[src/rtl/toy_pkg.sv]
// Shared definitions for the toy accumulator core: opcodes, FSM states, ALU codes, decode record.
// Latency: none (types and constants only).
// Backpressure: none.
package toy_pkg;

  // Default datapath geometry; the IR carries a 4-bit opcode above the address field
  localparam int ADDR_W_DEF = 12;
  localparam int DATA_W_DEF = 16;
  localparam int OPC_W      = 4;

  // Instruction set
  localparam logic [OPC_W-1:0] OP_HALT  = 4'h0;
  localparam logic [OPC_W-1:0] OP_LDA   = 4'h1;
  localparam logic [OPC_W-1:0] OP_STA   = 4'h2;
  localparam logic [OPC_W-1:0] OP_ADD   = 4'h3;
  localparam logic [OPC_W-1:0] OP_SUB   = 4'h4;
  localparam logic [OPC_W-1:0] OP_AND   = 4'h5;
  localparam logic [OPC_W-1:0] OP_XOR   = 4'h6;
  localparam logic [OPC_W-1:0] OP_LDT   = 4'h7;
  localparam logic [OPC_W-1:0] OP_MOVAT = 4'h8;
  localparam logic [OPC_W-1:0] OP_JMP   = 4'h9;
  localparam logic [OPC_W-1:0] OP_JZ    = 4'hA;
  localparam logic [OPC_W-1:0] OP_JN    = 4'hB;

  typedef enum logic [2:0] {
    ST_IDLE,
    ST_FETCH,
    ST_DECODE,
    ST_MEM,
    ST_WB,
    ST_EXEC,
    ST_HALT
  } state_t;

  typedef enum logic [2:0] {
    ALU_PASS_MDR = 3'd0,
    ALU_ADD      = 3'd1,
    ALU_SUB      = 3'd2,
    ALU_AND      = 3'd3,
    ALU_XOR      = 3'd4,
    ALU_PASS_A   = 3'd5
  } alu_op_t;

  typedef enum logic [1:0] {
    CLS_HALT,
    CLS_MEM,
    CLS_EXEC
  } op_class_t;

  typedef enum logic [1:0] {
    JC_NEVER,
    JC_ALWAYS,
    JC_ZERO,
    JC_NEG
  } jcond_t;

  // Everything the sequencer needs to know about the instruction in IR
  typedef struct packed {
    op_class_t cls;
    logic      is_store;
    logic      a_dest;
    alu_op_t   alu_op;
    logic      t_dest;
    jcond_t    jcond;
  } dec_t;

  // Branch resolution against the accumulator flags
  function automatic logic jump_taken(input jcond_t jc, input logic zero, input logic neg);
    case (jc)
      JC_ALWAYS: return 1'b1;
      JC_ZERO:   return zero;
      JC_NEG:    return neg;
      default:   return 1'b0;
    endcase
  endfunction

endpackage

[src/rtl/toy_decode.sv]
// Opcode decoder: maps IR[15:12] onto class, store flag, ALU function, destinations and jump condition.
// Latency: purely combinational.
// Backpressure: none.
module toy_decode
  import toy_pkg::*;
(
  input  logic [OPC_W-1:0] opcode,
  output dec_t             dec
);

  // Instruction table; unlisted opcodes (C-F) behave as EXEC-class no-ops
  always_comb begin
    dec.cls      = CLS_EXEC;
    dec.is_store = 1'b0;
    dec.a_dest   = 1'b0;
    dec.alu_op   = ALU_PASS_MDR;
    dec.t_dest   = 1'b0;
    dec.jcond    = JC_NEVER;
    case (opcode)
      OP_HALT: dec.cls = CLS_HALT;
      OP_LDA: begin
        dec.cls    = CLS_MEM;
        dec.a_dest = 1'b1;
        dec.alu_op = ALU_PASS_MDR;
      end
      OP_STA: begin
        dec.cls      = CLS_MEM;
        dec.is_store = 1'b1;
      end
      OP_ADD: begin
        dec.cls    = CLS_MEM;
        dec.a_dest = 1'b1;
        dec.alu_op = ALU_ADD;
      end
      OP_SUB: begin
        dec.cls    = CLS_MEM;
        dec.a_dest = 1'b1;
        dec.alu_op = ALU_SUB;
      end
      OP_AND: begin
        dec.cls    = CLS_MEM;
        dec.a_dest = 1'b1;
        dec.alu_op = ALU_AND;
      end
      OP_XOR: begin
        dec.cls    = CLS_MEM;
        dec.a_dest = 1'b1;
        dec.alu_op = ALU_XOR;
      end
      OP_LDT: begin
        dec.cls    = CLS_MEM;
        dec.t_dest = 1'b1;
      end
      // T takes A through the ALU pass-through path
      OP_MOVAT: begin
        dec.t_dest = 1'b1;
        dec.alu_op = ALU_PASS_A;
      end
      OP_JMP:  dec.jcond = JC_ALWAYS;
      OP_JZ:   dec.jcond = JC_ZERO;
      OP_JN:   dec.jcond = JC_NEG;
      default: ;
    endcase
  end

endmodule

[src/rtl/toy_control.sv]
// Sequencer for the toy accumulator core: fetch/decode/memory/writeback/exec with retirement counter.
// Latency: zero-wait memory ops 4 cycles (STA 3), EXEC ops 3 cycles; FETCH and MEM stretch per wait state.
// Backpressure: memory stalls by withholding mem_ack; request and address select are held until acked.
module toy_control
  import toy_pkg::*;
#(
  parameter int ADDR_W = ADDR_W_DEF,
  parameter int DATA_W = DATA_W_DEF
) (
  input  logic             clk,
  input  logic             reset,
  input  logic             run,
  input  logic [OPC_W-1:0] opcode,
  input  logic             a_zero,
  input  logic             a_neg,
  input  logic             mem_ack,
  output logic             mem_req,
  output logic             mem_we,
  output logic             addr_sel,
  output logic             ir_load,
  output logic             pc_inc,
  output logic             pc_load,
  output logic             mdr_load,
  output logic             a_load,
  output logic             t_load,
  output logic [2:0]       alu_op,
  output logic             halted,
  output logic [15:0]      retired
);

  // The IR word must hold the opcode field above the operand address
  if (DATA_W < ADDR_W + OPC_W) begin : g_width_check
    $error("toy_control: DATA_W too narrow for opcode plus ADDR_W address");
  end

  state_t      state_q, state_d;
  dec_t        dec, dec_q;
  logic        retire;
  logic [15:0] retired_q;

  toy_decode u_decode (
    .opcode (opcode),
    .dec    (dec)
  );

  // State register; reset lands in IDLE, which drives every output low
  always_ff @(posedge clk or negedge reset) begin
    if (!reset) state_q <= ST_IDLE;
    else        state_q <= state_d;
  end

  // Capture the decode in DECODE so later phases do not depend on IR staying put
  always_ff @(posedge clk or negedge reset) begin
    if (!reset) begin
      dec_q.cls      <= CLS_EXEC;
      dec_q.is_store <= 1'b0;
      dec_q.a_dest   <= 1'b0;
      dec_q.alu_op   <= ALU_PASS_MDR;
      dec_q.t_dest   <= 1'b0;
      dec_q.jcond    <= JC_NEVER;
    end else if (state_q == ST_DECODE) begin
      dec_q <= dec;
    end
  end

  // Retired-instruction counter; wraps naturally at 16 bits
  always_ff @(posedge clk or negedge reset) begin
    if (!reset)      retired_q <= '0;
    else if (retire) retired_q <= retired_q + 16'd1;
  end

  // Next-state and strobe generation; strobes are Moore except the ack-qualified ones
  always_comb begin
    state_d  = state_q;
    mem_req  = 1'b0;
    mem_we   = 1'b0;
    addr_sel = 1'b0;
    ir_load  = 1'b0;
    pc_inc   = 1'b0;
    pc_load  = 1'b0;
    mdr_load = 1'b0;
    a_load   = 1'b0;
    t_load   = 1'b0;
    alu_op   = ALU_PASS_MDR;
    retire   = 1'b0;
    case (state_q)
      ST_IDLE: begin
        if (run) state_d = ST_FETCH;
      end
      ST_FETCH: begin
        mem_req = 1'b1;
        if (mem_ack) begin
          ir_load = 1'b1;
          pc_inc  = 1'b1;
          state_d = ST_DECODE;
        end
      end
      ST_DECODE: begin
        case (dec.cls)
          CLS_HALT: state_d = ST_HALT;
          CLS_MEM:  state_d = ST_MEM;
          default:  state_d = ST_EXEC;
        endcase
      end
      ST_MEM: begin
        mem_req  = 1'b1;
        addr_sel = 1'b1;
        mem_we   = dec_q.is_store;
        if (mem_ack) begin
          if (dec_q.is_store) begin
            retire  = 1'b1;
            state_d = ST_FETCH;
          end else begin
            mdr_load = 1'b1;
            state_d  = ST_WB;
          end
        end
      end
      ST_WB: begin
        a_load  = dec_q.a_dest;
        t_load  = dec_q.t_dest;
        alu_op  = dec_q.alu_op;
        retire  = 1'b1;
        state_d = ST_FETCH;
      end
      ST_EXEC: begin
        t_load  = dec_q.t_dest;
        if (dec_q.t_dest) alu_op = dec_q.alu_op;
        pc_load = jump_taken(dec_q.jcond, a_zero, a_neg);
        retire  = 1'b1;
        state_d = ST_FETCH;
      end
      ST_HALT: ;
      default: state_d = ST_IDLE;
    endcase
  end

  assign halted  = (state_q == ST_HALT);
  assign retired = retired_q;

endmodule

[config.mk]
export PLATFORM = sky130hd
export DESIGN_NAME = toy_control
export DESIGN_NICKNAME = d
export VERILOG_FILES = /design/src/rtl/toy_pkg.sv /design/src/rtl/toy_decode.sv /design/src/rtl/toy_control.sv
export SDC_FILE = /design/constraint.sdc
export NUM_CORES = 1
export LEC_CHECK = 0
export CORE_ASPECT_RATIO = 1.5
export CORE_MARGIN = 5
export CORE_UTILIZATION = 45
export DETAILED_ROUTE_END_ITERATION = 6
export PLACE_DENSITY_LB_ADDON = 0.1
export SETUP_SLACK_MARGIN = 0.05
export SKIP_LAST_GASP = 1
export SLEW_MARGIN = 25
export SYNTH_ARGS = -nofsm -noshare
export SYNTH_HDL_FRONTEND = slang
export SYNTH_SLANG_ARGS = --single-unit
[constraint.sdc]
create_clock -name clk -period 1.7 [get_ports clk]
set_input_delay 0.425 -clock clk [delete_from_list [all_inputs] [get_ports clk]]
set_output_delay 0.425 -clock clk [all_outputs]
set_load 0.05 [all_outputs]
==> results.toml, run 1 <==
[setup_path]
crit_path_cell_trace = "nor2b_4, o21a_1, and2_2, buf_12"
cp.arrival_ps = 1410
critPathLaunchType = "flop"
worst-path-max-fanout = 6
cp.required_ps = 1270
r2r_end = "retired[1]"
worst-path-buf-inv = 1
cp_top_family = "flip-flops"
path_class = "reg -> out"
cpMaxStageDelayCell = "dfrtp_2"
r2r-start = "state_q[1]"
cp.depth = 4
rrSetupSlack_ps = 40
critPathMaxStageDelay_ps = 470
rr_worst_depth = 7
endpoint_kind = "output port"

[global_route]
grt_pass1_vias = 1455
grt_max_degree = 28
overflow = 0
grt_pass1_wl_mm = 6.61
track_usage_pct = 18.5
grt_antenna_before_repair = 0

[sta]
setup_viol = 10
whs_ps = 489
finalHoldViolCount = 0
worst_slack_ps = -139
min_period_ps = 1840
finalSetupTns_ps = -1070
report.final.slew_viol_count = 0
worst_pin_slew_ps = 358
fin_crit_sh_pct = 108
fmax_ghz = 0.544
fin_skew_ps = 2.31
rsz0062_at_grt = "yes"
relSlewSlack_pct = 76.1

[placed_design]
io_buffers = 38
dp_hpwl_mm = 2.87
pre_cts_slack_ps = -165
dp.cells = 232
gp_congestion = 0.835
place_area_um2 = 2270

[power]
finalPower_mw = 3.61
peakVddDrop_uv = 1390
p_sw_mw = 1.53
p_sw_share_pct = 42.4
power.leakage_nw = 1.05
pwr-share-seq_pct = 29.1
pwr-share-clk_pct = 10.3
combinationalPowerShare_pct = 60.7
powerDensity_nw_per_um2 = 1450
p_int_mw = 2.08

[synth]
synth_flop_cell = "dfrtp_1"
synth_fp_nets = 158
synth_area_leaders = "dfrtp_1, xnor2_1, nand2_1, nand4_1, nor2_1"
syn_area_per_cell_um2 = 9.88
synth_edf_count = 0
yosysUniqueCellTypes = 42
synth-seq-area-share_pct = 46.5
yosysMostFrequentCell = "dfrtp_1"
synthesis.area_um2 = 1450
yosys.area.top_type = "dfrtp_1"
async_flop_share_pct = 100
synthTopCellsByCount = "dfrtp_1, nand2_1, xnor2_1"
synth_cells = 147
yosys_warnings = 0
ys_ff_latch = 27
synth_top_area_share_pct = 46.5

[drt]
wl_met1_mm = 1.43
top_layer_used = "met4"
avgViaCountPerCell = 5.39
drc = 0
vias = 1337
ant_nets = 0
wl_met3_um = 154
wl_met2_mm = 2.41
dr.pass1.iters = 4
wirelength_mm = 4.11
drt_iter0_markers = 18
wl_per_cell_um = 16.6

[floorplanning]
die-height_um = 79.6
fp-row-count = 25
start_util_pct = 46.4
die_x_um = 56.4
io_pins = 39
dieArea_um2 = 4490
coreArea_um2 = 3130

[final_layout]
drive_above_1_share_pct = 40.4
syn_to_final_growth_pct = 71.5
layoutNonFillerInstCount = 248
multiInputGateArea_um2 = 792
nNetsFinal = 220
num-fill-cells = 198
final_util_pct = 79.6
seq_area_um2 = 681
final_area_um2 = 2490
antenna_cells = 0

[clock_network]
clk_latency_ps = 270
cts-root-buf = "clkbuf_8"
cts_buffer_depth = 2
h-tree-depth = 1
numCtsBuffers = 3
cts_sinks = 27
hold_buffers = 0
cts_tree = "built"
path_clk_slew_ps = 90

[hold_path]
hold_depth = 2
min-delay-start = "dec_q[5]"
hold_path.class = "reg -> reg"
hold_end = "dec_q[5]"

[outcome]
violations = "negative setup slack"
outcome = "finished with violations"

[flow_run]
max_cap_viol_count = 0
-- final cells by class --
type	instances	share of cell area (%)
clock buffer	3	1.66
clock inverter	1	0.301
sequential	27	27.3
inverter	5	1.26
tap	40	2.01
timing repair buffer	64	35.7
multi-input combinational	108	31.8
-- repair_timing --
item                       in CTS  in global routing
gates resized for setup        13                  9
pin swaps                       1                  2
setup buffers                   9                  3
setup endpoints to repair      13                 20
cloned                          0                  0
hold endpoints to repair        0                  0
-- worst register-to-register path: cells and delay by family (launching register included) --
family | cells | cell delay [ps]
multiplexers | 1 | 310
buffers and inverters | 4 | 530
AND/OR/NAND/NOR | 1 | 100
AO/OA/AOI/OAI | 1 | 130
flip-flops | 1 | 470
-- how the worst max path moves through the flow --
stage,start,slack (ps),to
CTS,state_q[1],-140,alu_op[1]
global placement,mem_ack,-160,mdr_load
global route,state_q[1],-220,alu_op[2]
finish,state_q[1],-140,alu_op[2]
detailed placement,mem_ack,-170,mdr_load
floorplan,state_q[0],-60,pc_inc
-- metal layers --
| metal | GRT usage, % | vias to the layer above |
|---|---|---|
| met5 | 0 | - |
| met1 | 18.1 | 656 |
| met4 | 6.89 | 0 |
| met3 | 2.75 | 13 |
| li1 | - | 628 |
| met2 | 37.7 | 40 |
-- power groups by stage --
stage	clock network, mW	registers (mW)	logic [mW]
2_1_floorplan	0	1.15	0.911
3_3_place_gp	0	1.05	1.71
3_5_place_dp	0	1.06	1.75
4_1_cts	0.382	1.04	1.99
5_1_grt	0.410	1.08	2.30
6_report	0.370	1.05	2.19
-- cell families (layout without fill, tap and decap cells) --
kind of cell	after synthesis	count (layout)	share of synthesized area (%)
compound gates	22	22	12.0
simple gates	67	67	24.5
flops	27	27	46.5
xor+xnor	16	16	9.65
mux	2	2	1.46
fa+ha+maj	1	1	0.861
buf+inv	12	73	5.08
-- cells in the final DEF, fill, tap and decap left out, types with 2 or more instances in the layout --
cell type        instances
buf_12                  30
dfrtp_1                 23
buf_4                   22
nand2_1                 17
xnor2_1                 15
nor2_1                   9
clkdlybuf4s50_1          8
nand3_1                  7
nand4_1                  6
o21ai_1                  4
dfrtp_2                  4
clkinvlp_4               3
a21oi_1                  3
nor2b_1                  3
clkbuf_8                 3
buf_6                    3
inv_1                    2
and2_2                   2
and3_1                   2
and3_4                   2
nand2b_1                 2
nor3_4                   2
nor3_1                   2
o21ai_0                  2
a2bb2oi_1                2
-- registers in the layout (all words and copies together), names as in the netlist --
signal   flops
retired     16
dec_q        8
state_q      3
Note: power is estimated with default switching activity, not from simulation.
==> run 2, diff against run 1 <==
- CORE_MARGIN: 5 -> 2
==> results.toml, run 2 (synthesis gave the netlist of run 1 again) <==
[drt]
avgViaCountPerCell = 5.29
drc = 0
dr.pass1.iters = 4
wirelength_mm = 3.75
ant_nets = 0
drt_iter0_markers = 26
vias = 1306
wl_per_cell_um = 15.2

[sta]
rsz0062_at_grt = "yes"
fin_skew_ps = 1.34
worst_slack_ps = -137
setup_viol = 12
finalHoldViolCount = 0
fin_crit_sh_pct = 108
min_period_ps = 1840
relSlewSlack_pct = 68.1
whs_ps = 495
fmax_ghz = 0.544
worst_pin_slew_ps = 479
report.final.slew_viol_count = 0
finalSetupTns_ps = -965

[setup_path]
crit_path_cell_trace = "nor2b_4, o21a_1, and2_4, buf_12"
r2r_end = "retired[1]"
critPathMaxStageDelay_ps = 470
worst-path-max-fanout = 5
critPathLaunchType = "flop"
worst-path-buf-inv = 1
cp.depth = 4
cpMaxStageDelayCell = "dfrtp_2"
rrSetupSlack_ps = 90
path_class = "reg -> out"
setup.worst_path.start = "state_q[1]"
cp.arrival_ps = 1410
cp.required_ps = 1270
cp_top_family = "flip-flops"
rr_worst_depth = 5
critical_path.endpoint = "alu_op[0]"
endpoint_kind = "output port"
r2r-start = "state_q[1]"

[clock_network]
cts_buffer_depth = 2
cts_sinks = 27
path_clk_slew_ps = 90
hold_buffers = 0
clk_latency_ps = 270
cts_tree = "built"
h-tree-depth = 1
numCtsBuffers = 3
cts-root-buf = "clkbuf_8"

[floorplanning]
die-height_um = 73.6
dieArea_um2 = 3710
coreArea_um2 = 3130
die_x_um = 50.4
start_util_pct = 46.4
fp-row-count = 25
io_pins = 39

[power]
p_sw_share_pct = 42.2
pwr-share-clk_pct = 10.5
powerDensity_nw_per_um2 = 1410
power.leakage_nw = 1.02
p_int_mw = 2.00
pwr-share-seq_pct = 30.6
finalPower_mw = 3.46
peakVddDrop_uv = 969
p_sw_mw = 1.46
combinationalPowerShare_pct = 59.0

[flow_run]
max_cap_viol_count = 0

[global_route]
grt_max_degree = 28
track_usage_pct = 22.2
grt_pass1_wl_mm = 6.29
grt_use_met1_pct = 23.7
grt_antenna_before_repair = 0
use_met3_pct = 3.46
grt_pass1_vias = 1382
overflow = 0
grtUsageMet2_pct = 41.8
busiest_layer = "met2"

[placed_design]
io_buffers = 38
pre_cts_slack_ps = -194
dp_hpwl_mm = 2.78
gp_congestion = 0.775

[hold_path]
hold_path.class = "reg -> reg"

[final_layout]
drive_above_1_share_pct = 40.6
antenna_cells = 0
num-fill-cells = 214
nNetsFinal = 219
syn_to_final_growth_pct = 69.3
final_common_cell = "buf_12"
largest_reg_flops = 16
layout_common_cells = "buf_12, buf_4, dfrtp_1, nand2_1, xnor2_1"

[outcome]
outcome = "finished with violations"
violations = "negative setup slack"
==> run 2: final cells by class <==
class,instances,area [um^2],share of cell area [%]
clock buffers,4,45.0,1.83
inverters,5,30.0,1.22
multi-input cells,108,792,32.2
flip-flops and latches,27,681,27.7
well taps,40,50.0,2.04
repair buffers,63,861,35.0
==> run 2: power groups by stage <==
stage          Combinational [mW]  Clock, mW  Sequential (mW)
2_1_floorplan               0.911          0             1.15
6_report                     2.04      0.362             1.06
4_1_cts                      1.91      0.371             1.04
5_1_grt                      2.17      0.400             1.09
3_3_place_gp                 1.72          0             1.04
3_5_place_dp                 1.77          0             1.06
==> run 2: per-stage QoR <==
step / cells / utilization [%] / instance area [um^2]
after global routing: 247 / 78.6 / 2460
after floorplan: 147 / - / 1510
final: 247 / 78.6 / 2460
after detailed placement: 234 / 72.9 / 2280
after CTS: 242 / 76.2 / 2380
after global placement: 234 / 72.9 / 2280
==> run 2: worst min path at each step <==
| stage | start | end | slack, ps | cells past startpoint |
|---|---|---|---|---|
| 4_1_cts | dec_q[5] | dec_q[5] | 500 | 2 |
| 3_3_place_gp | dec_q[4] | dec_q[4] | 450 | 2 |
| 3_5_place_dp | dec_q[5] | dec_q[5] | 470 | 2 |
| 5_1_grt | dec_q[5] | dec_q[5] | 540 | 2 |
| 6_report | dec_q[5] | dec_q[5] | 500 | 2 |
| 2_1_floorplan | reset | dec_q[0] | 130 | 0 |
==> run 2: worst reg2reg max path: cells and delay by family (launching register included) <==
family | cells | cell delay (ps)
multiplexers | 1 | 330
buffers and inverters | 2 | 330
AND/OR/NAND/NOR | 1 | 160
flip-flops | 1 | 470
AO/OA/AOI/OAI | 1 | 200
==> run 2: per-layer routing <==
| layer | part of all wire [%] | wire length, um | up-vias |
|---|---|---|---|
| met2 | 57 | 2140 | 32 |
| met4 | 2.6 | 99 | 0 |
| li1 | - | - | 628 |
| met3 | 3.6 | 135 | 10 |
| met1 | 37 | 1370 | 636 |
| met5 | 0 | 0 | - |
==> run 2: repair_timing <==
action | CTS | global route
setup endpoints to repair | 12 | 16
hold endpoints to repair | 0 | 0
resized for setup | 10 | 10
setup buffers | 4 | 5
pin swaps | 4 | 3
